$ cat config.mk
export PLATFORM = sky130hd
export DESIGN_NAME = usb_mem_port_arbiter
export DESIGN_NICKNAME = d
export VERILOG_FILES = /design/src/rtl/usb_mem_port_arbiter.sv
export SDC_FILE = /design/constraint.sdc
export NUM_CORES = 1
export LEC_CHECK = 0
export ABC_AREA = 1
export CORE_MARGIN = 3
export CORE_UTILIZATION = 35
export DETAILED_ROUTE_END_ITERATION = 10
export PLACE_DENSITY = 0.68
export SLEW_MARGIN = 15
export SYNTH_ARGS = -nofsm -noshare
export SYNTH_HDL_FRONTEND = slang
export SYNTH_SLANG_ARGS = --single-unit
export TNS_END_PERCENT = 50
$ cat constraint.sdc
create_clock -name Clk -period 5 [get_ports Clk]
set_clock_uncertainty 0.15 [all_clocks]
set_input_delay 0.5 -clock Clk [delete_from_list [all_inputs] [get_ports Clk]]
set_output_delay 0.5 -clock Clk [all_outputs]
set_load 0.01 [all_outputs]
$ cat src/rtl/usb_mem_port_arbiter.sv
// Shares one req/gnt data-memory port between a non-stallable USB posted-write stream and an AXI req/gnt port.
// One memory transaction outstanding at a time; USB writes are buffered in a small FIFO, AXI is stalled via axi_gnt_o.
module usb_mem_port_arbiter #(
    parameter int ADDR_W    = 32,
    parameter int DATA_W    = 32,
    parameter int BUF_DEPTH = 2
) (
    input  logic                Clk,
    input  logic                Rst,
    input  logic                usb_wr_i,
    input  logic [ADDR_W-1:0]   usb_addr_i,
    input  logic [DATA_W-1:0]   usb_data_i,
    output logic                usb_full_o,
    output logic                usb_overflow_o,
    input  logic                usb_ovf_clr_i,
    input  logic                axi_req_i,
    input  logic                axi_we_i,
    input  logic [ADDR_W-1:0]   axi_addr_i,
    input  logic [DATA_W-1:0]   axi_wdata_i,
    input  logic [DATA_W/8-1:0] axi_be_i,
    output logic                axi_gnt_o,
    output logic                axi_rvalid_o,
    output logic [DATA_W-1:0]   axi_rdata_o,
    output logic                mem_req_o,
    output logic                mem_we_o,
    output logic [ADDR_W-1:0]   mem_addr_o,
    output logic [DATA_W-1:0]   mem_wdata_o,
    output logic [DATA_W/8-1:0] mem_be_o,
    input  logic                mem_gnt_i,
    input  logic                mem_rvalid_i,
    input  logic [DATA_W-1:0]   mem_rdata_i
);

    localparam int PTR_W = (BUF_DEPTH > 1) ? $clog2(BUF_DEPTH) : 1;
    localparam int CNT_W = PTR_W + 1;
    localparam int BE_W  = DATA_W / 8;
    localparam logic [CNT_W-1:0] FULL_CNT = CNT_W'(BUF_DEPTH);
    localparam logic OWN_AXI = 1'b0;
    localparam logic OWN_USB = 1'b1;

    typedef enum logic [1:0] {
        IDLE   = 2'd0,
        ISSUE  = 2'd1,
        WAIT_R = 2'd2
    } state_t;

    state_t state;
    logic   owner;
    logic   last_owner;

    logic [ADDR_W-1:0] q_addr [BUF_DEPTH];
    logic [DATA_W-1:0] q_data [BUF_DEPTH];
    logic [PTR_W-1:0]  wr_ptr;
    logic [PTR_W-1:0]  rd_ptr;
    logic [CNT_W-1:0]  count;
    logic [CNT_W-1:0]  count_next;

    logic q_empty;
    logic q_at_full;
    logic pop;
    logic push;
    logic drop;
    logic usb_pend;
    logic usb_sel;

    assign q_empty   = (count == '0);
    assign q_at_full = (count == FULL_CNT);

    // The entry being popped is the one already latched into mem_*, so a
    // same-cycle push into the freed slot is safe even when full.
    assign pop  = (state == ISSUE) && (owner == OWN_USB) && mem_gnt_i;
    assign push = usb_wr_i && (!q_at_full || pop);
    assign drop = usb_wr_i && q_at_full && !pop;

    assign usb_pend = !q_empty;
    assign usb_sel  = usb_pend && (!axi_req_i || usb_full_o || (last_owner == OWN_AXI));

    always_comb begin
        count_next = count;
        if (push && !pop) begin
            count_next = count + CNT_W'(1);
        end else if (pop && !push) begin
            count_next = count - CNT_W'(1);
        end
    end

    always_ff @(posedge Clk or negedge Rst) begin
        if (!Rst) begin
            wr_ptr         <= '0;
            rd_ptr         <= '0;
            count          <= '0;
            usb_full_o     <= 1'b0;
            usb_overflow_o <= 1'b0;
        end else begin
            if (push) begin
                wr_ptr <= wr_ptr + PTR_W'(1);
            end
            if (pop) begin
                rd_ptr <= rd_ptr + PTR_W'(1);
            end
            count      <= count_next;
            usb_full_o <= (count_next == FULL_CNT);
            if (drop) begin
                usb_overflow_o <= 1'b1;
            end else if (usb_ovf_clr_i) begin
                usb_overflow_o <= 1'b0;
            end
        end
    end

    // Queue storage needs no reset: occupancy alone defines validity.
    always_ff @(posedge Clk) begin
        if (push) begin
            q_addr[wr_ptr] <= usb_addr_i;
            q_data[wr_ptr] <= usb_data_i;
        end
    end

    always_ff @(posedge Clk or negedge Rst) begin
        if (!Rst) begin
            state       <= IDLE;
            owner       <= OWN_AXI;
            last_owner  <= OWN_AXI;
            mem_req_o   <= 1'b0;
            mem_we_o    <= 1'b0;
            mem_addr_o  <= '0;
            mem_wdata_o <= '0;
            mem_be_o    <= '0;
        end else begin
            case (state)
                IDLE: begin
                    if (usb_pend || axi_req_i) begin
                        state     <= ISSUE;
                        mem_req_o <= 1'b1;
                        if (usb_sel) begin
                            owner       <= OWN_USB;
                            last_owner  <= OWN_USB;
                            mem_we_o    <= 1'b1;
                            mem_addr_o  <= q_addr[rd_ptr];
                            mem_wdata_o <= q_data[rd_ptr];
                            mem_be_o    <= {BE_W{1'b1}};
                        end else begin
                            owner       <= OWN_AXI;
                            last_owner  <= OWN_AXI;
                            mem_we_o    <= axi_we_i;
                            mem_addr_o  <= axi_addr_i;
                            mem_wdata_o <= axi_wdata_i;
                            mem_be_o    <= axi_be_i;
                        end
                    end
                end
                ISSUE: begin
                    if (mem_gnt_i) begin
                        state     <= WAIT_R;
                        mem_req_o <= 1'b0;
                    end
                end
                WAIT_R: begin
                    if (mem_rvalid_i) begin
                        state <= IDLE;
                    end
                end
                default: begin
                    state     <= IDLE;
                    mem_req_o <= 1'b0;
                end
            endcase
        end
    end

    assign axi_gnt_o    = (state == ISSUE) && (owner == OWN_AXI) && mem_gnt_i;
    assign axi_rvalid_o = (state == WAIT_R) && (owner == OWN_AXI) && mem_rvalid_i;
    assign axi_rdata_o  = axi_rvalid_o ? mem_rdata_i : '0;

endmodule

==> metrics <==
vias 6680; # hold bufs at CTS 1; RR Endpoint mem_wdata_o[29]$_DFFE_PN0P_; Worst R2R Setup Slack 2490 ps; Sw Ratio 36.62%; vias per cell 4.620; Setup crit start state[1]$_DFFE_PN0P_; crit end category output pin; first-pass GRT wire length 36390 µm; crit-path max FO 33; endpoints failing hold 0; Die Wd 161.8 µm; Worst path max stage delay 610 ps; Hold Slack 332.7 ps; largest area contributor in the netlist edfxtp_1; CTS resizes 0; final period utilization 68.15%; Synth Warn # 0; Net Switching 2.621 mW; Synth area leaders edfxtp_1 45%, dfrtp_1 23%, nand2_1 13%; sequential power share 37.5%; VDD IR-drop max 0.0003461 V; Worst R2R Start count[0]$_DFF_PN0_; Tmin final 3408 ps; status complete, no violations; Antenna Nets Post-Route 0; clock sinks 207; mapped cell area 0.008501 mm²; Power Total 7.156 mW; Clk pwr share 22.2%; row count 56; total congestion overflow 0; share of the synthesized area in the top cell type 45.22%; post-synthesis register bit count 207; hpwl dp 15340 µm; Initial DRT Pass Iterations 5; clock network latency to the later pin of the worst-skew pair 500 ps; # IOs 278; worst r2r path cells 9; Inserted Clock Buffers 23; root buffer cell clkbuf_16; Startpoint Class flop; largest net degree at the start of global routing 70; Most Frequent Cell on Critical Path nor2_1; Logic pwr share 40.3%; Clock Tree Buf Depth 3; clock slew at reported path FFs 60 ps; routed length per instance 16.24 µm; # port buffers 277; cells along the critical path inv_1 > nor2_1 > nand2_1 > nor2_1 > clkdlybuf4s50_1; net count after synthesis 1017; Die Footprint 0.02619 mm²; Worst path slowest cell nand2_1; Pleak 5.078 nW; TritonCTS clock tree built; Main synth FF type edfxtp_1; Max Slew Vio Count 0; Cells after Synth 843; drt drc 0; GPL Wtd Cong 0.7409; Setup TNS Final 0 ps; layout cells sized above 1 4.614%; Starting Density 35.89%; Post-synth ARST share 38.16%; Post-synth EDFFs 128; Power Dens Cells 583.5 mW/mm²; Commonest cells post-synth 284 x nand2_1, 128 x edfxtp_1, 106 x nor2_1, 79 x dfrtp_1, 70 x o21ai_0; Worst Setup EP axi_rdata_o[7]; slew margin rel. 33.12%; RSZ-0062 raised after global routing no; Core Box Area 0.02368 mm²; Pint 4.535 mW; antenna cells 0; hold crit path type flop to flop; measured slew at the worst slew-check pin 1001 ps; filler cell count 2172; top-count cell post-synth nand2_1; Required @ worst endpoint 4350 ps; Iteration-0 DRC Markers 265; MaxCap Viol Count 0; initial antenna violation count 2; library cells used by synthesis 20; Post-Route WL 23490 µm; # setup viols final 0; vias in the first global route 6654; fmax 0.2935 GHz; global-route usage over all layers 17.40%; CTS H-tree depth 1; nets 1284; DIE HEIGHT 161.8 µm; mean post-synth cell area 10.08 µm²; Area growth, synth to finish 44.26%; Post-CTS Setup Inserts 0; sequential-to-total area share from yosys stat 68.47%; Setup CP Type flop to output pin; crit path DAT 2760 ps
[through the flow]
step	worst slack, ps	utilization (%)	cells	cell area [µm²]
final	1592	51.78	1446	12260
after detailed placement	1727	48.76	1403	11550
after global placement	1912	48.76	1403	11550
after floorplan	842.6	-	843	8501
after CTS	1558	51.78	1446	12260
after global routing	1381	51.78	1446	12260
[sequential cells by signal, indices dropped and copies added (netlist names)]
signal	count
rd_ptr	1
mem_addr_o	32
wr_ptr	1
usb_overflow_o	1
mem_we_o	1
count	2
q_addr	64
usb_full_o	1
mem_wdata_o	32
q_data	64
mem_be_o	4
state	2
mem_req_o	1
last_owner	1
[cell families after synthesis]
group                    count (synthesis)  share of synthesized area [%]
AND/OR/NAND/NOR                        398                          17.85
flip-flops                             207                          68.47
AO/OA/AOI/OAI                          138                          8.169
buffers and inverters                   96                          5.004
XOR/XNOR                                 2                         0.2061
adder cells (fa/ha/maj)                  2                         0.2943
[worst max-delay path, delay by kind of cell, from the launching register on]
| family | cells | cell delay, ps |
|---|---|---|
| buffers and inverters | 2 | 700 |
| flip-flops | 1 | 430 |
| AND/OR/NAND/NOR | 3 | 1130 |
[worst min-delay path by stage]
stage,start,end,cells past startpoint,slack (ps)
final,mem_be_o[3]$_DFFE_PN0P_,mem_be_o[3]$_DFFE_PN0P_,2,330
after global routing,mem_be_o[3]$_DFFE_PN0P_,mem_be_o[3]$_DFFE_PN0P_,2,350
after CTS,mem_be_o[1]$_DFFE_PN0P_,mem_be_o[1]$_DFFE_PN0P_,2,340
after detailed placement,mem_be_o[1]$_DFFE_PN0P_,mem_be_o[1]$_DFFE_PN0P_,2,320
after global placement,mem_we_o$_DFFE_PN0P_,mem_we_o$_DFFE_PN0P_,2,310
after floorplan,Rst,count[0]$_DFF_PN0_,0,50
[power by group through the flow]
stage	Sequential (mW)	Clock [mW]	Combinational (mW)
2_1_floorplan	2.85	0	1.50
3_3_place_gp	2.70	0	2.91
3_5_place_dp	2.72	0	2.96
4_1_cts	2.69	1.64	2.97
5_1_grt	2.75	1.72	3.25
6_report	2.69	1.59	2.88
[per-layer routing]
metal,share of wire (%),GRT usage (%),vias up
met3,8.3,4.846,35
met2,49,30.21,243
li1,-,-,3290
met4,2.0,4.731,4
met5,0.17,0,-
met1,40,21.41,3108
[final cells by class]
cell class | count | area (µm²) | area share (%)
clock buffers | 32 | 619.3 | 5.051
clock inverters | 10 | 86.33 | 0.7040
inverters | 51 | 191.4 | 1.561
multi-input cells | 540 | 2272 | 18.53
flip-flops and latches | 207 | 5822 | 47.47
well taps | 319 | 399.1 | 3.255
repair buffers | 287 | 2873 | 23.43
[placed cells by master, fill, tap and decap left out, drive strengths merged]
cell	Yosys	layout
clkbuf	8	32
nor3	2	2
nand3b	1	1
ha	2	2
xor2	2	2
o32ai	1	1
nand3	5	5
buf	37	10
clkinvlp	0	2
dlygate4sd3	0	1
edfxtp	128	128
dfrtp	79	79
clkdlybuf4s50	0	276
inv	51	52
nand2	284	284
o21ai	137	137
nor2	106	106
bufinv	0	1
clkinv	0	6
Note: power is estimated with default switching activity, not from simulation.
